**src/rtl/pcie_cfg_space_mf_pkg.sv**
```systemverilog
// Shared constants for the multi-function Type-0 config space with MSI:
// register indices, capability values, command bit positions, MSI FSM states.
package pcie_cfg_pkg;

    localparam logic [9:0] REG_ID       = 10'h000;
    localparam logic [9:0] REG_CMD      = 10'h001;
    localparam logic [9:0] REG_BAR0     = 10'h004;
    localparam logic [9:0] REG_CAPPTR   = 10'h00D;
    localparam logic [9:0] REG_MSI_HDR  = 10'h014;
    localparam logic [9:0] REG_MSI_ALO  = 10'h015;
    localparam logic [9:0] REG_MSI_AHI  = 10'h016;
    localparam logic [9:0] REG_MSI_DATA = 10'h017;
    localparam logic [9:0] REG_MSI_MASK = 10'h018;
    localparam logic [9:0] REG_MSI_PEND = 10'h019;

    localparam logic [7:0] MSI_CAP_ID = 8'h05;
    localparam logic [7:0] CAP_PTR    = 8'h50;

    localparam int CMD_MEM_BIT  = 1;
    localparam int CMD_BM_BIT   = 2;
    localparam int CMD_INTX_BIT = 10;

    // Encodings fixed explicitly to stay compatible with the legacy state values.
    typedef enum logic [1:0] {
        ST_IDLE = 2'd0,
        ST_ARB  = 2'd1,
        ST_SEND = 2'd2
    } msi_state_e;

endpackage

```
**src/rtl/pcie_cfg_space_mf_arb.sv**
```systemverilog
// MSI arbiter: round-robin function select from a pointer, lowest eligible
// vector within that function; pointer advances past the function just served.
module pcie_msi_arb #(
    parameter int NUM_FUNC = 2,
    parameter int NUM_VEC  = 4,
    parameter int FW       = 1,
    parameter int VW       = 2
) (
    input  logic                         clk,
    input  logic                         rst_n,
    input  logic [NUM_FUNC*NUM_VEC-1:0]  elig,
    input  logic                         adv,
    input  logic [FW-1:0]                adv_func,
    output logic                         any,
    output logic [FW-1:0]                sel_func,
    output logic [VW-1:0]                sel_vec
);
    import pcie_cfg_pkg::*;

    localparam logic [FW-1:0] LAST_F = FW'(NUM_FUNC - 1);

    logic [FW-1:0] ptr;
    int unsigned   fi;

    always_ff @(posedge clk or negedge rst_n) begin
        if (!rst_n) begin
            ptr <= '0;
        end else if (adv) begin
            ptr <= (adv_func == LAST_F) ? '0 : adv_func + 1'b1;
        end
    end

    always_comb begin
        any      = 1'b0;
        sel_func = '0;
        sel_vec  = '0;
        fi       = 0;
        for (int unsigned k = 0; k < NUM_FUNC; k++) begin
            fi = 32'(ptr) + k;
            if (fi >= NUM_FUNC) fi = fi - NUM_FUNC;
            if (!any && (|elig[fi*NUM_VEC +: NUM_VEC])) begin
                any      = 1'b1;
                sel_func = FW'(fi);
                // Scan downward so the lowest set vector is the one kept.
                for (int unsigned v = NUM_VEC; v > 0; v--) begin
                    if (elig[fi*NUM_VEC + v - 1]) sel_vec = VW'(v - 1);
                end
            end
        end
    end

endmodule

```
**src/rtl/pcie_cfg_space_mf.sv**
```systemverilog
// Multi-function Type-0 config space with MSI capability and MSI generator.
// Optional per-vector masking (header bit24, regs 0x18/0x19) under PCIE_CFG_MSI_MASK_EN.
module pcie_cfg_space_mf
    import pcie_cfg_pkg::*;
#(
    parameter int          NUM_FUNC      = 2,
    parameter int          NUM_BAR       = 2,
    parameter int          BAR_SIZE_LOG2 = 12,
    parameter int          NUM_VEC       = 4,
    parameter logic [15:0] VENDOR_ID     = 16'h1AF4,
    parameter logic [15:0] DEVICE_ID     = 16'h0001,
    localparam int         FW            = (NUM_FUNC > 1) ? $clog2(NUM_FUNC) : 1
) (
    input  logic                         clk,
    input  logic                         rst_n,
    input  logic                         cfg_req,
    input  logic                         cfg_we,
    input  logic [FW-1:0]                cfg_func,
    input  logic [9:0]                   cfg_reg,
    input  logic [3:0]                   cfg_be,
    input  logic [31:0]                  cfg_wdata,
    output logic                         cfg_ack,
    output logic [31:0]                  cfg_rdata,
    input  logic [NUM_FUNC*NUM_VEC-1:0]  irq_req,
    output logic                         msi_valid,
    input  logic                         msi_ready,
    output logic [63:0]                  msi_addr,
    output logic [15:0]                  msi_data,
    output logic [FW-1:0]                msi_func,
    output logic [NUM_FUNC-1:0]          mem_en,
    output logic [NUM_FUNC-1:0]          bus_master_en
);
    localparam int          VW       = (NUM_VEC > 1) ? $clog2(NUM_VEC) : 1;
    localparam int          NIRQ     = NUM_FUNC * NUM_VEC;
    localparam logic [2:0]  MMC      = 3'($clog2(NUM_VEC));
    localparam logic [31:0] BAR_MASK = ~((32'h1 << BAR_SIZE_LOG2) - 32'h1);
`ifdef PCIE_CFG_MSI_MASK_EN
    localparam logic        MASK_CAP = 1'b1;
`else
    localparam logic        MASK_CAP = 1'b0;
`endif

    logic [NUM_FUNC-1:0] cmd_mem, cmd_bm, cmd_intx, msi_en;
    logic [31:0]         bar_q  [NUM_FUNC][NUM_BAR];
    logic [2:0]          mme_q  [NUM_FUNC];
    logic [29:0]         alo_q  [NUM_FUNC];
    logic [31:0]         ahi_q  [NUM_FUNC];
    logic [15:0]         mdat_q [NUM_FUNC];
`ifdef PCIE_CFG_MSI_MASK_EN
    logic [NUM_VEC-1:0]  mask_q [NUM_FUNC];
`endif
    logic [NIRQ-1:0]     pend_q, elig, clr;

    logic [FW-1:0]  fidx;
    logic           func_ok, wr, hs, arb_any;
    logic [31:0]    cur, wmask, merged;
    logic [2:0]     mme_wr;
    logic [FW-1:0]  sel_func;
    logic [VW-1:0]  sel_vec, d_vec;
    logic [15:0]    lo_m, ve, dat_n;
    msi_state_e     state_q;

    assign fidx          = cfg_func;
    assign func_ok       = 32'(cfg_func) < NUM_FUNC;
    assign wr            = cfg_req && cfg_we && func_ok;
    assign hs            = msi_valid && msi_ready;
    assign mem_en        = cmd_mem;
    assign bus_master_en = cmd_bm;

    always_comb begin
        cur = '0;
        if (cfg_reg == REG_ID) begin
            cur = {DEVICE_ID, VENDOR_ID};
        end else if (cfg_reg == REG_CMD) begin
            cur[CMD_MEM_BIT]  = cmd_mem[fidx];
            cur[CMD_BM_BIT]   = cmd_bm[fidx];
            cur[CMD_INTX_BIT] = cmd_intx[fidx];
        end else if (cfg_reg == REG_CAPPTR) begin
            cur = {24'h0, CAP_PTR};
        end else if (cfg_reg == REG_MSI_HDR) begin
            cur = {7'h0, MASK_CAP, 1'b1, mme_q[fidx], MMC, msi_en[fidx], 8'h00, MSI_CAP_ID};
        end else if (cfg_reg == REG_MSI_ALO) begin
            cur = {alo_q[fidx], 2'b00};
        end else if (cfg_reg == REG_MSI_AHI) begin
            cur = ahi_q[fidx];
        end else if (cfg_reg == REG_MSI_DATA) begin
            cur = {16'h0, mdat_q[fidx]};
`ifdef PCIE_CFG_MSI_MASK_EN
        end else if (cfg_reg == REG_MSI_MASK) begin
            cur = 32'(mask_q[fidx]);
        end else if (cfg_reg == REG_MSI_PEND) begin
            cur = 32'(pend_q[32'(fidx)*NUM_VEC +: NUM_VEC]);
`endif
        end
        for (int unsigned b = 0; b < NUM_BAR; b++) begin
            if (cfg_reg == REG_BAR0 + 10'(b)) cur = bar_q[fidx][b];
        end
    end

    // Byte-enable merge against the current readback; RO bits are then simply not stored.
    assign wmask  = {{8{cfg_be[3]}}, {8{cfg_be[2]}}, {8{cfg_be[1]}}, {8{cfg_be[0]}}};
    assign merged = (cur & ~wmask) | (cfg_wdata & wmask);
    assign mme_wr = (merged[22:20] > MMC) ? MMC : merged[22:20];

    always_ff @(posedge clk or negedge rst_n) begin
        if (!rst_n) begin
            cfg_ack   <= 1'b0;
            cfg_rdata <= '0;
        end else begin
            cfg_ack   <= cfg_req;
            cfg_rdata <= (cfg_req && !cfg_we) ? (func_ok ? cur : '1) : '0;
        end
    end

    always_ff @(posedge clk or negedge rst_n) begin
        if (!rst_n) begin
            cmd_mem  <= '0;
            cmd_bm   <= '0;
            cmd_intx <= '0;
            msi_en   <= '0;
            for (int unsigned f = 0; f < NUM_FUNC; f++) begin
                for (int unsigned b = 0; b < NUM_BAR; b++) bar_q[f][b] <= '0;
                mme_q[f]  <= '0;
                alo_q[f]  <= '0;
                ahi_q[f]  <= '0;
                mdat_q[f] <= '0;
`ifdef PCIE_CFG_MSI_MASK_EN
                mask_q[f] <= '0;
`endif
            end
        end else if (wr) begin
            if (cfg_reg == REG_CMD) begin
                cmd_mem[fidx]  <= merged[CMD_MEM_BIT];
                cmd_bm[fidx]   <= merged[CMD_BM_BIT];
                cmd_intx[fidx] <= merged[CMD_INTX_BIT];
            end
            for (int unsigned b = 0; b < NUM_BAR; b++) begin
                if (cfg_reg == REG_BAR0 + 10'(b)) bar_q[fidx][b] <= merged & BAR_MASK;
            end
            if (cfg_reg == REG_MSI_HDR) begin
                msi_en[fidx] <= merged[16];
                mme_q[fidx]  <= mme_wr;
            end
            if (cfg_reg == REG_MSI_ALO)  alo_q[fidx]  <= merged[31:2];
            if (cfg_reg == REG_MSI_AHI)  ahi_q[fidx]  <= merged;
            if (cfg_reg == REG_MSI_DATA) mdat_q[fidx] <= merged[15:0];
`ifdef PCIE_CFG_MSI_MASK_EN
            if (cfg_reg == REG_MSI_MASK) mask_q[fidx] <= merged[NUM_VEC-1:0];
`endif
        end
    end

    always_comb begin
        elig = '0;
        for (int unsigned f = 0; f < NUM_FUNC; f++) begin
            for (int unsigned v = 0; v < NUM_VEC; v++) begin
                elig[f*NUM_VEC + v] = pend_q[f*NUM_VEC + v] && msi_en[f] && cmd_bm[f]
`ifdef PCIE_CFG_MSI_MASK_EN
                                      && !mask_q[f][v]
`endif
                                      ;
            end
        end
    end

    always_comb begin
        clr = '0;
        if (hs) clr[32'(msi_func)*NUM_VEC + 32'(d_vec)] = 1'b1;
    end

    // New pulses are OR-ed after the clear so a same-cycle set wins.
    always_ff @(posedge clk or negedge rst_n) begin
        if (!rst_n) pend_q <= '0;
        else        pend_q <= (pend_q & ~clr) | irq_req;
    end

    pcie_msi_arb #(
        .NUM_FUNC (NUM_FUNC),
        .NUM_VEC  (NUM_VEC),
        .FW       (FW),
        .VW       (VW)
    ) u_arb (
        .clk      (clk),
        .rst_n    (rst_n),
        .elig     (elig),
        .adv      (hs),
        .adv_func (msi_func),
        .any      (arb_any),
        .sel_func (sel_func),
        .sel_vec  (sel_vec)
    );

    assign lo_m  = (16'h1 << mme_q[sel_func]) - 16'h1;
    assign ve    = (16'(sel_vec) > lo_m) ? lo_m : 16'(sel_vec);
    assign dat_n = (mdat_q[sel_func] & ~lo_m) | (ve & lo_m);

    always_ff @(posedge clk or negedge rst_n) begin
        if (!rst_n) begin
            state_q   <= ST_IDLE;
            msi_valid <= 1'b0;
            msi_addr  <= '0;
            msi_data  <= '0;
            msi_func  <= '0;
            d_vec     <= '0;
        end else begin
            case (state_q)
                ST_IDLE: if (arb_any) state_q <= ST_ARB;
                ST_ARB: begin
                    if (arb_any) begin
                        msi_addr  <= {ahi_q[sel_func], alo_q[sel_func], 2'b00};
                        msi_data  <= dat_n;
                        msi_func  <= sel_func;
                        d_vec     <= sel_vec;
                        msi_valid <= 1'b1;
                        state_q   <= ST_SEND;
                    end else begin
                        state_q   <= ST_IDLE;
                    end
                end
                ST_SEND: begin
                    if (msi_ready) begin
                        msi_valid <= 1'b0;
                        state_q   <= ST_IDLE;
                    end
                end
                default: state_q <= ST_IDLE;
            endcase
        end
    end

endmodule
```
**config.mk**
```make
export PLATFORM = sky130hd
export DESIGN_NAME = pcie_cfg_space_mf
export DESIGN_NICKNAME = d
export VERILOG_FILES = /design/src/rtl/pcie_cfg_space_mf_pkg.sv /design/src/rtl/pcie_cfg_space_mf_arb.sv /design/src/rtl/pcie_cfg_space_mf.sv
export SDC_FILE = /design/constraint.sdc
export NUM_CORES = 1
export LEC_CHECK = 0
export ABC_AREA = 1
export CAP_MARGIN = 30
export CORE_ASPECT_RATIO = 1.25
export CORE_MARGIN = 5
export CORE_UTILIZATION = 60
export CTS_CLUSTER_DIAMETER = 30
export CTS_CLUSTER_SIZE = 10
export DETAILED_ROUTE_END_ITERATION = 12
export GPL_TIMING_DRIVEN = 0
export PLACE_DENSITY = 0.83
export SLEW_MARGIN = 40
export SYNTH_ARGS = -nofsm -noshare
export SYNTH_HDL_FRONTEND = slang
export SYNTH_SLANG_ARGS = --single-unit
```
**constraint.sdc**
```tcl
create_clock -name clk -period 5.41 [get_ports clk]
set_clock_uncertainty 0.05 [all_clocks]
set_input_delay 0.541 -clock clk [delete_from_list [all_inputs] [get_ports clk]]
set_output_delay 0.541 -clock clk [all_outputs]
set_load 0.02 [all_outputs]
```
# Word-level counts from Yosys, hierarchy flattened
# Cells that the tools add are included.
word_totals:
  ff_bits: 424
  input_bits: 60
  output_inout_bits: 119
  elab_cells: 255
classes:
  addsub: 22
  magnitude_cmp: 19
  n_eq_ne: 13
  n_shift: 3
  muxes: 121
  bitwise: 13
  reduce_logical: 38
op_table:
  columns: ["cell", "n"]
  rows:
  - ["32-bit 2-to-1 mux", 16]
  - ["128-bit 2-to-1 mux", 3]
  - ["30-bit 2-to-1 mux", 9]
  - ["128-bit bitwise mux", 2]
  - ["32-bit by 4-bit less-than comparator with 1-bit output (second input constant)", 8]
  - ["64-bit 2-to-1 mux", 4]
  - ["32-bit by 1-bit subtractor with 32-bit output (second input constant)", 8]
  - ["16-bit 2-to-1 mux", 9]
  - ["32-bit by 2-bit adder with 32-bit output (second input constant)", 4]
  - ["64-bit demux with 1-bit select", 2]
  - ["8-bit by 33-bit variable part select with 4-bit output", 2]
  - ["32-bit by 1-bit adder with 32-bit output (second input constant)", 2]
  - ["32-bit by 3-bit adder with 32-bit output (second input constant)", 2]
  - ["32-bit AND", 2]
  - ["64-bit bitwise mux", 1]
  - ["60-bit bitwise mux", 1]
  - ["10-bit by 5-bit equality test with 1-bit output (second input constant)", 4]
  - ["16-bit AND", 2]
  - ["32-bit bitwise mux", 1]
  - ["32-bit demux with 1-bit select", 1]
  - ["32-bit by 2-bit >= comparator with 1-bit output (second input constant)", 1]
  - ["32-bit inverter", 1]
  - ["32-bit OR", 1]
  - ["30-bit demux with 1-bit select", 1]
  - ["51 further kinds", 142]

# Longest topological paths before layout
# Gate-level depths: netlist (run 1).
logic_depth:
  ltp_word: 20
  ltp_mapped: 22
  mapped_depth_nobuf: 20

# Modules after synthesis
# From an unflattened synthesis (run 1), not the netlist that was laid out.
hier_totals:
  hier_cells: 2359
  hier_area_um2: 18447.7
by_module_without_submodules:
  columns: ["mod", "instances", "cells_each", "area_per_inst_um2", "seq_area_each_um2"]
  rows:
  - ["pcie_cfg_space_mf", 1, 2301, 18138.6, 9384.0]
  - ["pcie_msi_arb", 1, 58, 309.0, 25.0]

# Worst setup path after synthesis (run 1)
# Ideal clock, no wire load.
synth_path:
  kind: "register -> register"
  start: "register cmd_bm[0] (netlist: bus_master_en[0])"
  end: "register msi_data[0]"
  setup_ns: 0.065
  t_arrival_ns: 2.500
  t_required_ns: 5.295
  setup_slack_ns: 2.795
  stages_incl_launch_ff: 22
  path_buffers: 2
  synth_period_minus_slack_ns: 2.615
  cell_sequence: "dfrtp_1 buf_2 nand3_1 nand2_1 nand2_1 nand2_1 nor2_4 inv_2 nand2_4 nand2_2 buf_4 nand2_1 nand2_1 nand3_1 inv_1 ha_1 nand2_1 a211oi_1 nand3_1 nand3_1 nand2_1 nand2_1"
synth_between:
  elab_chain_len: 17
  elab_cells_between_ends: 56
  classes_between: "add/sub (1); order compare (1); shift (3); mux (37); bitwise (5); reduce/logical (9)"
synth_lines:
  columns: ["element", "line_no", "text"]
  rows:
  - ["start: declaration", "pcie_cfg_space_mf.sv:43", "logic [NUM_FUNC-1:0] cmd_mem, cmd_bm, cmd_intx, msi_en;"]
  - ["start signal: indexed assignment", "pcie_cfg_space_mf.sv:134", "cmd_bm[fidx] <= merged[CMD_BM_BIT];"]
  - ["1-bit logical AND", "pcie_cfg_space_mf.sv:157", "elig[f*NUM_VEC + v] = pend_q[f*NUM_VEC + v] && msi_en[f] && cmd_bm[f]"]
  - ["8-bit by 33-bit variable part select with 4-bit output or 1-bit binary-select mux with 3-bit select (tied branches)", "pcie_cfg_space_mf_arb.sv:41, pcie_cfg_space_mf_arb.sv:46", null]
  - ["4-bit OR reduction or 1-bit 2-to-1 mux (tied branches)", "pcie_cfg_space_mf_arb.sv:41, pcie_cfg_space_mf_arb.sv:46", null]
  - ["1-bit 2-to-1 mux or 2-bit 2-to-1 mux (tied branches)", "pcie_cfg_space_mf_arb.sv:41, pcie_cfg_space_mf_arb.sv:46", null]
  - ["1-bit zero test or 2-bit 2-to-1 mux (tied branches)", "pcie_cfg_space_mf_arb.sv:41, pcie_cfg_space_mf_arb.sv:46", null]
  - ["1-bit logical AND or 2-bit 2-to-1 mux (tied branches)", "pcie_cfg_space_mf_arb.sv:41, pcie_cfg_space_mf_arb.sv:46", null]
  - ["1-bit 2-to-1 mux or 2-bit 2-to-1 mux (tied branches)", "pcie_cfg_space_mf_arb.sv:41, pcie_cfg_space_mf_arb.sv:46", null]
  - ["1-bit inverter with 2-bit output (implied by the code) or 2-bit 2-to-1 mux (tied branches)", "pcie_cfg_space_mf.sv:193, pcie_cfg_space_mf.sv:195, pcie_cfg_space_mf_arb.sv:41", null]
  - ["3-bit 2-to-1 mux (implied by the code) or 2-bit 2-to-1 mux (tied branches) (3 in series)", "pcie_cfg_space_mf.sv:193, pcie_cfg_space_mf_arb.sv:46", null]
  - ["1-bit by 3-bit << shifter with 16-bit output or 2-bit 2-to-1 mux (tied branches)", "pcie_cfg_space_mf.sv:193, pcie_cfg_space_mf_arb.sv:46", null]
  - ["16-bit by 1-bit subtractor with 16-bit output or 2-bit 2-to-1 mux (tied branches)", "pcie_cfg_space_mf.sv:193, pcie_cfg_space_mf_arb.sv:41", null]
  - ["2-bit by 16-bit > comparator with 1-bit output", "pcie_cfg_space_mf.sv:194", "assign ve = (16'(sel_vec) > lo_m) ? lo_m : 16'(sel_vec);"]
  - ["16-bit 2-to-1 mux", "pcie_cfg_space_mf.sv:194", null]
  - ["16-bit AND", "pcie_cfg_space_mf.sv:195", "assign dat_n = (mdat_q[sel_func] & ~lo_m) | (ve & lo_m);"]
  - ["16-bit OR", "pcie_cfg_space_mf.sv:195", null]
  - ["end signal: assignment", "pcie_cfg_space_mf.sv:211", "msi_data <= dat_n;"]
  - ["end: declaration", "pcie_cfg_space_mf.sv:28", "output logic [15:0] msi_data,"]
# Several ways; a longest one is shown, not always the timed one. The select of a mux whose other input is x is not followed.
# A chain may end at the register's enable or synchronous reset.

# Worst setup path in the final report (run 1)
layout_path:
  start: "input cfg_reg[9]"
  end: "register bar_q[59] (netlist name)"
layout_between:
  elab_chain_len: 16
  elab_cells_between_ends: 23
  classes_between: "eq/ne (7); mux (13); bitwise (2); reduce/logical (1)"
layout_lines:
  columns: ["element", "line_no", "text"]
  rows:
  - ["start: declaration", "pcie_cfg_space_mf.sv:19", "input logic [9:0] cfg_reg,"]
  - ["10-bit by 5-bit equality test with 1-bit output", "pcie_cfg_space_mf.sv:84", "end else if (cfg_reg == REG_MSI_AHI) begin"]
  - ["32-bit 2-to-1 mux", "pcie_cfg_space_mf.sv:84", null]
  - ["32-bit 2-to-1 mux", "pcie_cfg_space_mf.sv:82", "end else if (cfg_reg == REG_MSI_ALO) begin"]
  - ["32-bit 2-to-1 mux", "pcie_cfg_space_mf.sv:80", "end else if (cfg_reg == REG_MSI_HDR) begin"]
  - ["32-bit 2-to-1 mux", "pcie_cfg_space_mf.sv:78", "end else if (cfg_reg == REG_CAPPTR) begin"]
  - ["21-bit 2-to-1 mux", "pcie_cfg_space_mf.sv:74", "end else if (cfg_reg == REG_CMD) begin"]
  - ["32-bit 2-to-1 mux", "pcie_cfg_space_mf.sv:72", "if (cfg_reg == REG_ID) begin"]
  - ["32-bit 2-to-1 mux (2 in series)", "pcie_cfg_space_mf.sv:96", "if (cfg_reg == REG_BAR0 + 10'(b)) cur = bar_q[fidx][b];"]
  - ["32-bit AND", "pcie_cfg_space_mf.sv:102", "assign merged = (cur & ~wmask) | (cfg_wdata & wmask);"]
  - ["32-bit OR", "pcie_cfg_space_mf.sv:102", null]
  - ["128-bit bitwise mux", "pcie_cfg_space_mf.sv:138", "if (cfg_reg == REG_BAR0 + 10'(b)) bar_q[fidx][b] <= merged & BAR_MASK;"]
  - ["128-bit 2-to-1 mux", "pcie_cfg_space_mf.sv:138", null]
  - ["128-bit 2-to-1 mux", "pcie_cfg_space_mf.sv:131", "end else if (wr) begin"]
  - ["128-bit bitwise mux", "pcie_cfg_space_mf.sv:138", null]
  - ["128-bit 2-to-1 mux (*)", "pcie_cfg_space_mf.sv:138", null]
  - ["end signal: indexed assignment", "pcie_cfg_space_mf.sv:138", null]
  - ["end: declaration", "pcie_cfg_space_mf.sv:44", "logic [31:0] bar_q [NUM_FUNC][NUM_BAR];"]
# Mark *: on every way between the ends. The rest lies on a longest branch, timed or not. The select of a mux whose other input is x is not followed.

==> results.cfg, run 1 <==
[status]
status = finished, final reports clean

[yosys]
synth-seq-cells = 376
async_reset_ff_frac = 1.00
ys_seq_area_frac = 0.520
yosysTopAreaCell = dfrtp_1
synthTopCellsByArea = dfrtp_1, nand2_1, o21ai_0
synth_edf_count = 0
syn-mean-instance-area_um2 = 8.10
synth_cells = 2236
synth_top_area_share = 0.520
synth_cell_types = 48
ys.warnings.count = 0
synth_ff_type = dfrtp_1
synth_area_um2 = 18100

[finish]
fillers = 2151
final_nets = 2554
area_growth_pct = 26.9
final_layout_size_suffix_gt1_frac = 0.113
stdcell_count = 2951
final_cell_area_um2 = 23000
n_antenna_cell = 0

[setup_path]
reg2reg_depth = 21
endpoint = bar_q[59]$_DFFE_PN0P_
critPathMaxFanout = 10
worstSetupPathType = primary input to register
rr_endpoint = msi_data[0]$_DFFE_PN0P_
timing.rr.start = bus_master_en[0]$_DFFE_PN0P_
worstSetupStartpointType = primary input
arrival_ns = 3.62
cp-end-kind = register
crit_required_ns = 5.78
crit_start = cfg_reg[9]
reg2reg_setup_slack_ns = 2.29

[clocking]
cts_buffer_depth = 3
hold_buffers = 1
insertion_delay_ns = 0.59
cts_tree = built
clock-sinks = 376
cts-resized-gates = 0
post-cts-setup-buffer-count = 0
path_clk_slew_ns = 0.05
cts_made_buffers = 72
clock-root-buffer = clkbuf_16
ctsHtreeMaxLevel = 3

[sta]
finalHoldViolCount = 0
rsz0062_at_grt = no
maxSlewHeadroom = 0.370
finalMaxSlewViolations = 0
min_period_over_period = 0.602
period_needed_ns = 3.25
max_freq_mhz = 307
fin_tns_setup_ns = 0
setup_viol = 0
tightest_slew_ns = 0.945

[power_and_ir_drop]
total_power_w = 0.0107
max-vdd-ir-drop_mv = 0.392
leakage_nw = 11.1
p_per_area_nw_per_um2 = 467

[floorplan]
start_util = 0.605
fp.dieW_um = 165
die_y_um = 204
core_area_um2 = 29900
rows = 71
dieArea_um2 = 33800
num_io_pins = 179

[drt]
route.met3.wl_um = 6460
vias = 17800
drc_errors = 0
top_layer_used = met4
via_per_inst = 6.04
routedWlPerCell_um = 23.0
postRouteAntennaNets = 0
wl_met2_um = 32000
first_pass_iters = 7
met1_length_um = 23400
drt_wl_total_um = 68000
dr.first_iter.drc_count = 1924

[hold_path]
worstHoldPathType = primary input to async pin

[placement]
dp.cells = 2817
gp_congestion = 0.997
place_area_um2 = 20500
hpwl_um = 48700
port_buffers = 174

[global_routing]
grt_max_degree = 79
grt_pass1_vias = 17500
grt_overflow_total = 0
grt_pass1_wl_um = 102000
grt.total_usage = 0.405
antenna_found_initial = 0

[job]
drv_cap = 0
## stage by stage
stage	util	worst slack [ns]	hold slack, ns
6_report	0.768	2.16	0.341
5_1_grt	0.768	2.09	0.362
4_1_cts	0.768	2.31	0.344
3_5_place_dp	0.685	1.73	0.354
3_3_place_gp	0.680	-12.34	0.371
2_1_floorplan	-	2.80	0.195
## layout make-up
class / count / area, µm² / area share
buffer: 124 / 626 / 0.0272
clock buffer: 85 / 1940 / 0.0846
sequential: 376 / 9410 / 0.409
inverter: 225 / 847 / 0.0369
tap: 401 / 502 / 0.0218
clock inverter: 48 / 526 / 0.0229
timing repair buffer: 180 / 1890 / 0.0824
multi-input combinational: 1512 / 7230 / 0.315
## worst max-delay path, stage by stage
cell,delay [ns]
clkdlybuf4s50_1,0.63
nor2_4,0.10
inv_2,0.16
nor2_8,0.09
nand2_2,0.24
inv_2,0.13
buf_4,0.22
nand2_1,0.07
o21ai_0,0.17
a21oi_1,0.39
nand4_1,0.14
o21ai_1,0.51
o21ai_0,0.23
## state kept, by name (all words and copies together) (netlist names), 2 cells and up
signal         flops
state_q            2
pend_q             8
msi_data          16
mem_en             2
bar_q             80
d_vec              2
cmd_intx           2
mdat_q            32
cfg_rdata         32
mme_q              6
ahi_q             64
alo_q             60
msi_addr          62
bus_master_en      2
msi_en             2
## metal layers
metal	GRT usage	vias up
li1	-	7806
met1	0.484	8503
met2	0.645	1168
met3	0.0718	346
met4	0.312	0
met5	0	-
## cells by family (layout without fill, tap and decap cells)
kind of cell | Yosys count | in the layout | share of synthesized area
AO/OA/AOI/OAI | 508 | 508 | 0.158
AND/OR/NAND/NOR | 982 | 982 | 0.229
buffers and inverters | 349 | 662 | 0.0812
other | 1 | 2 | 0.000207
adder cells (fa/ha/maj) | 3 | 3 | 0.00207
flip-flops | 376 | 376 | 0.520
multiplexers | 17 | 17 | 0.0101
## cell usage after synthesis, types with 3 or more instances
library cell  number
o21ai_0          266
nand4_1           19
nor2_4             5
o211ai_1          22
o2111ai_1          8
inv_1            206
o22ai_1           26
nor2_8             3
ha_1               3
buf_1             11
a22o_1             5
nor3_1            11
o21ai_2            5
clkbuf_1          43
a31oi_1            4
o221ai_1           4
nor2_1           132
buf_6              6
nand2_1          661
buf_2             46
buf_4             13
inv_2             18
dfrtp_1          376
o21ai_1          125
mux2i_1           16
nor3_2             7
nor2_2             4
nand2_2            8
a31oi_4            7
clkbuf_2           5
a21oi_1           28
or2_2             16
nand3_1          107
## where the power goes
part	internal [W]	total, W	switching, W
logic	0.000971	0.00290	0.00193
registers	0.00310	0.00330	0.000199
clock network	0.00290	0.00452	0.00162
## worst min path at each step
stage,startpoint,slack (ns),end
4_1_cts,rst_n,0.34,msi_addr[6]$_DFFE_PN0P_
5_1_grt,rst_n,0.36,msi_addr[6]$_DFFE_PN0P_
3_5_place_dp,rst_n,0.35,msi_addr[6]$_DFFE_PN0P_
6_report,rst_n,0.34,alo_q[2]$_DFFE_PN0P_
2_1_floorplan,rst_n,0.20,ahi_q[0]$_DFFE_PN0P_
3_3_place_gp,state_q[0]$_DFFE_PN0P_,0.37,state_q[0]$_DFFE_PN0P_
## cell usage in the layout, fill, tap and decap left out, types with 7 or more instances in the layout
cell type / netlist / layout
a21oi_1: 28 / 28
a31oi_4: 7 / 7
buf_1: 11 / 10
buf_2: 46 / 47
buf_4: 13 / 13
clkbuf_1: 43 / 48
clkbuf_16: 0 / 74
clkdlybuf4s50_1: 0 / 173
clkinv_2: 0 / 11
clkinv_4: 0 / 8
clkinvlp_4: 0 / 12
dfrtp_1: 376 / 376
inv_1: 206 / 206
inv_2: 18 / 18
inv_6: 0 / 7
mux2i_1: 16 / 16
nand2_1: 661 / 661
nand2_2: 8 / 8
nand3_1: 107 / 107
nand4_1: 19 / 19
nor2_1: 132 / 132
nor3_1: 11 / 11
nor3_2: 7 / 7
o2111ai_1: 8 / 8
o211ai_1: 22 / 22
o21ai_0: 266 / 266
o21ai_1: 125 / 125
o22ai_1: 26 / 26
or2_2: 16 / 16
Power figures use the tool's default switching activity.
==> inputs of run 2 (changes only) <==
--- a/config.mk
+++ b/config.mk
@@ -9,12 +9,12 @@
 export CAP_MARGIN = 30
 export CORE_ASPECT_RATIO = 1.25
 export CORE_MARGIN = 5
-export CORE_UTILIZATION = 60
+export CORE_UTILIZATION = 58
 export CTS_CLUSTER_DIAMETER = 30
 export CTS_CLUSTER_SIZE = 10
 export DETAILED_ROUTE_END_ITERATION = 12
 export GPL_TIMING_DRIVEN = 0
-export PLACE_DENSITY = 0.83
+export PLACE_DENSITY = 0.81
 export SLEW_MARGIN = 40
 export SYNTH_ARGS = -nofsm -noshare
 export SYNTH_HDL_FRONTEND = slang
==> constraint.sdc (replaced) <==
create_clock -name clk -period 3.37 [get_ports clk]
set_clock_uncertainty 0.05 [all_clocks]
set_input_delay 0.337 -clock clk [delete_from_list [all_inputs] [get_ports clk]]
set_output_delay 0.337 -clock clk [all_outputs]
set_load 0.02 [all_outputs]
==> run 2 against run 1 <==
  * Total power increased by 60%
  * Critical path depth rose by 6
  * Sequential cell count did not move
  * Global-route usage is 2.2 points lower
  * Sequential power increased by 61%
  * Largest cell class unchanged
==> results.cfg, run 2 (synthesis results as in run 1) <==
[global_routing]
grt.total_usage = 0.383
antenna_found_initial = 3
grt_max_degree = 79
grt_pass1_wl_um = 103000
grt_pass1_vias = 17900
grt_overflow_total = 0

[clocking]
cts_tree = built
clock-sinks = 376
cts_buffer_depth = 3
path_clk_slew_ns = 0.05
ctsHtreeMaxLevel = 3
clock-root-buffer = clkbuf_16
cts_made_buffers = 70
insertion_delay_ns = 0.58

[setup_path]
worstSetupPathType = register to register
arrival_ns = 3.54
crit_required_ns = 3.81
worstSetupStartpointType = register
critPathMaxFanout = 10
cp_slowest_cell = dfrtp_1
cp-end-kind = register
critical_path.most_common_cell = nand2_1
cp_cell_sequence = buf_2 -> nand3_1 -> nand2_1 -> nand2_1 -> nand2_1 -> nor2_4 -> nand3_2 -> nand2_2 -> buf_6 -> nand2_1 -> nand2_1 -> nand3_2 -> ha_1 -> nand2_1 -> a211oi_1 -> nand3_1 -> nand3_1 -> nand2_1 -> nand2_1
slowest_delay_ns = 0.38

[floorplan]
rows = 72
die_y_um = 208
core_area_um2 = 30900
num_io_pins = 179
start_util = 0.586
dieArea_um2 = 34900
fp.dieW_um = 168

[power_and_ir_drop]
max-vdd-ir-drop_mv = 0.587
p_per_area_nw_per_um2 = 747
leakage_nw = 11.1

[placement]
port_buffers = 174
gp_congestion = 1.03
post-place-ws_ns = -0.0489
hpwl_um = 47800

[finish]
layout_commonest_cell = nand2_1
final_layout_size_suffix_gt1_frac = 0.109
top_regs = bar_q x80, ahi_q x64, msi_addr x62
final_nets = 2552
largest_reg_flops = 80
fillers = 2293
area_growth_pct = 26.7
regMostFlops = bar_q
final_cell_mix = nand2_1, dfrtp_1, o21ai_0

[sta]
min_period_over_period = 0.920
fin_tns_setup_ns = 0
rsz0062_at_grt = no
max_freq_mhz = 323
maxSlewHeadroom = 0.417
fin_ws_ns = 0.271
finalMaxSlewViolations = 0
tightest_slew_ns = 0.869
setup_viol = 0
finalHoldViolCount = 0
period_needed_ns = 3.10

[drt]
vias = 17800
drt_wl_total_um = 67400
postRouteAntennaNets = 0
first_pass_iters = 6
via_per_inst = 6.02
routedWlPerCell_um = 22.9
drc_errors = 0
dr.first_iter.drc_count = 1890

[hold_path]
worstHoldPathType = primary input to async pin

[job]
drv_cap = 0

[status]
status = finished, final reports clean
run 2: changes by cell type in the layout (fill, tap and decap cells not counted), sizes merged:
| cell | change |
|---|---|
| clkinv | -9 |
| diode | +1 |
| clkinvlp | -6 |
| clkbuf | +9 |
| inv | -5 |
| bufinv | +2 |
run 2: worst paths after layout:
kind	start	slack, ns	end	depth (start not counted)
min reg2reg	state_q[0]$_DFFE_PN0P_	0.38	state_q[0]$_DFFE_PN0P_	1
max reg2reg	bus_master_en[0]$_DFFE_PN0P_	0.27	msi_data[0]$_DFFE_PN0P_	19
max in group asynchronous	rst_n	1.64	bar_q[25]$_DFFE_PN0P_	5
min in group clk	cfg_func	0.23	cfg_rdata[27]$_DFF_PN0_	4
min	rst_n	0.21	msi_addr[6]$_DFFE_PN0P_	2
max	bus_master_en[0]$_DFFE_PN0P_	0.27	msi_data[0]$_DFFE_PN0P_	19
run 2: timing repair:
item                                   CTS  global route
setup endpoints to repair                0             2
hold buffers                             1             0
endpoints found under the hold margin   46             0
gates resized for setup                  0             2
buffers inserted                         0             0
run 2: final cells by class:
class	count	area (µm²)	share of cell area
Tap cell	407	509	0.0222
Clock buffer	94	2010	0.0874
Clock inverter	30	407	0.0177
Antenna cell	1	2.50	0.000109
Sequential cell	376	9410	0.410
Buffer	124	629	0.0274
Inverter	225	847	0.0369
Multi-Input combinational cell	1512	7250	0.316
Timing Repair Buffer	180	1890	0.0825
run 2: power by group:
part | internal (W) | total [W] | leakage [nW] | switching (W)
clock network | 0.00479 | 0.00718 | 1.17 | 0.00239
logic | 0.00157 | 0.00468 | 5.22 | 0.00311
registers | 0.00498 | 0.00530 | 4.67 | 0.000320
run 2: metal layers:
layer	track usage	up-vias	routed length, µm
met3	0.0768	331	6300
met1	0.456	8447	23800
li1	-	7801	-
met5	0	-	21
met2	0.613	1168	31500
met4	0.284	4	5790
run 2: critical path, delay by kind of cell, from the launching register on:
family	cells	cell delay, ns
buffers and inverters	2	0.37
DFF	1	0.38
adders and majority gates	1	0.34
AOI/OAI and AO/OA	1	0.24
and+or+nand+nor	15	1.65
run 2: per-stage QoR:
| stage | utilization | total power (W) | instance area [µm²] | instances | hold slack (ns) |
|---|---|---|---|---|---|
| finish | 0.743 | 0.0172 | 23000 | 2949 | 0.214 |
| global route | 0.743 | 0.0178 | 22900 | 2948 | 0.235 |
| CTS | 0.742 | 0.0170 | 22900 | 2948 | 0.213 |
| detailed placement | 0.664 | 0.00986 | 20500 | 2823 | 0.219 |
| global placement | 0.659 | 0.00976 | 20400 | 2818 | 0.370 |
| floorplan | - | 0.00780 | 18100 | 2237 | -0.00859 |
==> inputs of run 3 (changes only) <==
--- a/config.mk
+++ b/config.mk
@@ -8,7 +8,7 @@
 export ABC_AREA = 1
 export CAP_MARGIN = 30
 export CORE_ASPECT_RATIO = 1.25
-export CORE_MARGIN = 5
+export CORE_MARGIN = 2
 export CORE_UTILIZATION = 58
 export CTS_CLUSTER_DIAMETER = 30
 export CTS_CLUSTER_SIZE = 10
==> run 3 against run 2 <==
  * Maximum frequency down 2.4%
  * Clock-buffer cell count down 7
  * Non-clock buffer count unchanged
  * Critical endpoint unchanged
==> results.cfg, run 3 (synthesis results as in run 1) <==
[drt]
vias = 17700
via_per_inst = 6.00
routedWlPerCell_um = 22.8
drc_errors = 0
dr.first_iter.drc_count = 2176
first_pass_iters = 6
drt_wl_total_um = 67200
postRouteAntennaNets = 0

[global_routing]
grt_pass1_vias = 17700
grt_pass1_wl_um = 102000
grt_overflow_total = 0
grt.total_usage = 0.416
grt_max_degree = 78
antenna_found_initial = 1

[finish]
area_growth_pct = 27.5
multi_input_area_um2 = 7250
layout_commonest_cell = nand2_1
regMostFlops = bar_q
final_util = 0.750
final_cell_mix = nand2_1, dfrtp_1, o21ai_0
final_nets = 2554
fillers = 2349
n_antenna_cell = 0
final_layout_size_suffix_gt1_frac = 0.114
top_regs = bar_q x80, ahi_q x64, msi_addr x62
largest_reg_flops = 80
seq_area_um2 = 9410

[setup_path]
worstSetupStartpointType = register
crit_required_ns = 3.81
cp-end-kind = register
reg2reg_setup_slack_ns = 0.19
arrival_ns = 3.62
reg2reg_depth = 19
endpoint = msi_data[0]$_DFFE_PN0P_
crit_start = bus_master_en[0]$_DFFE_PN0P_
cp_cell_sequence = buf_2 -> nand3_1 -> nand2_1 -> nand2_1 -> nand2_1 -> nor2_4 -> nand3_2 -> nand2_2 -> buf_6 -> nand2_1 -> nand2_1 -> nand3_1 -> ha_1 -> nand2_1 -> a211oi_2 -> nand3_1 -> nand3_1 -> nand2_1 -> nand2_1
rr_endpoint = msi_data[0]$_DFFE_PN0P_
critPathMaxFanout = 10
worstSetupPathType = register to register
critical_path.most_common_cell = nand2_1
timing.rr.start = bus_master_en[0]$_DFFE_PN0P_
cp_slowest_cell = dfrtp_1
slowest_delay_ns = 0.40

[placement]
port_buffers = 174
hpwl_um = 48000
gp_congestion = 1.00
post-place-ws_ns = -0.0726

[clocking]
cts_buffer_depth = 3
path_clk_slew_ns = 0.05
post-cts-setup-buffer-count = 0
cts_made_buffers = 72
clock-sinks = 376
insertion_delay_ns = 0.58
ctsHtreeMaxLevel = 3
clock-root-buffer = clkbuf_16
cts_tree = built

[floorplan]
start_util = 0.588
core_area_um2 = 30800
dieArea_um2 = 32700
num_io_pins = 179
rows = 72
fp.dieW_um = 162
die_y_um = 202

[hold_path]
worstHoldPathType = primary input to async pin

[sta]
fin_ws_ns = 0.193
finalHoldViolCount = 0
setup_viol = 0
max_freq_mhz = 315
min_period_over_period = 0.943
rsz0062_at_grt = no
maxSlewHeadroom = 0.376
tightest_slew_ns = 0.936
period_needed_ns = 3.18
finalMaxSlewViolations = 0

[job]
drv_cap = 0

[power_and_ir_drop]
p_int_w = 0.0116
p_per_area_nw_per_um2 = 758
combPwrFrac = 0.266
power_frac_clock = 0.431
power_switching_w = 0.00591
leakage_nw = 11.1
power.share.switching = 0.338
power_frac_seq = 0.302
max-vdd-ir-drop_mv = 0.625

[status]
status = finished, final reports clean
[run 3: routing by layer]
metal | track usage | up-vias | wire, µm
met3 | 0.0860 | 299 | 6280
met1 | 0.497 | 8514 | 23700
met4 | 0.316 | 0 | 5880
met5 | 0 | - | 0
li1 | - | 7823 | -
met2 | 0.659 | 1070 | 31300
[run 3: layout make-up]
class                   count  share of cell area
flip-flops and latches    376               0.407
multi-input cells        1512               0.314
clock buffers              87              0.0853
repair buffers            180              0.0820
inverters                 225              0.0367
plain buffers             124              0.0274
clock inverters            42              0.0251
well taps                 407              0.0221
[run 3: worst min-delay path by stage]
| stage | cells after the start | end | from |
|---|---|---|---|
| 6_report | 2 | alo_q[2]$_DFFE_PN0P_ | rst_n |
| 5_1_grt | 4 | cfg_rdata[27]$_DFF_PN0_ | cfg_func |
| 4_1_cts | 2 | ahi_q[2]$_DFFE_PN0P_ | rst_n |
| 3_5_place_dp | 1 | alo_q[32]$_DFFE_PN0P_ | rst_n |
| 3_3_place_gp | 1 | state_q[0]$_DFFE_PN0P_ | state_q[0]$_DFFE_PN0P_ |
| 2_1_floorplan | 0 | ahi_q[0]$_DFFE_PN0P_ | rst_n |
[run 3: per-stage QoR]
stage	std cells	hold WS [ns]	setup TNS, ns	instance area, µm²	total power, W
after floorplan	2237	-0.00859	0	18100	0.00780
after CTS	2953	0.232	0	23100	0.0174
after global placement	2818	0.370	-5328.23	20400	0.00978
final	2953	0.219	0	23100	0.0175
after global routing	2953	0.254	0	23100	0.0181
after detailed placement	2823	0.226	-0.388	20500	0.00985
[run 3: power groups by stage]
stage | clock [W] | combinational, W | sequential, W
5_1_grt | 0.00779 | 0.00500 | 0.00532
4_1_cts | 0.00753 | 0.00458 | 0.00528
3_5_place_dp | 0 | 0.00451 | 0.00534
6_report | 0.00755 | 0.00466 | 0.00529
3_3_place_gp | 0 | 0.00444 | 0.00535
2_1_floorplan | 0 | 0.00208 | 0.00572
[run 3: worst max-delay path: cells and delay by family, from the launching register on]
kind,cells,cell delay [ns]
buffers and inverters,2,0.38
DFF,1,0.40
and+or+nand+nor,15,1.69
adders and majority gates,1,0.36
AOI/OAI and AO/OA,1,0.22
[run 3: repair_timing]
action	4_1_cts	5_1_grt
endpoints found under the hold margin	46	0
hold buffers	1	0
gates resized for setup	0	2
endpoints found under the setup margin	0	2
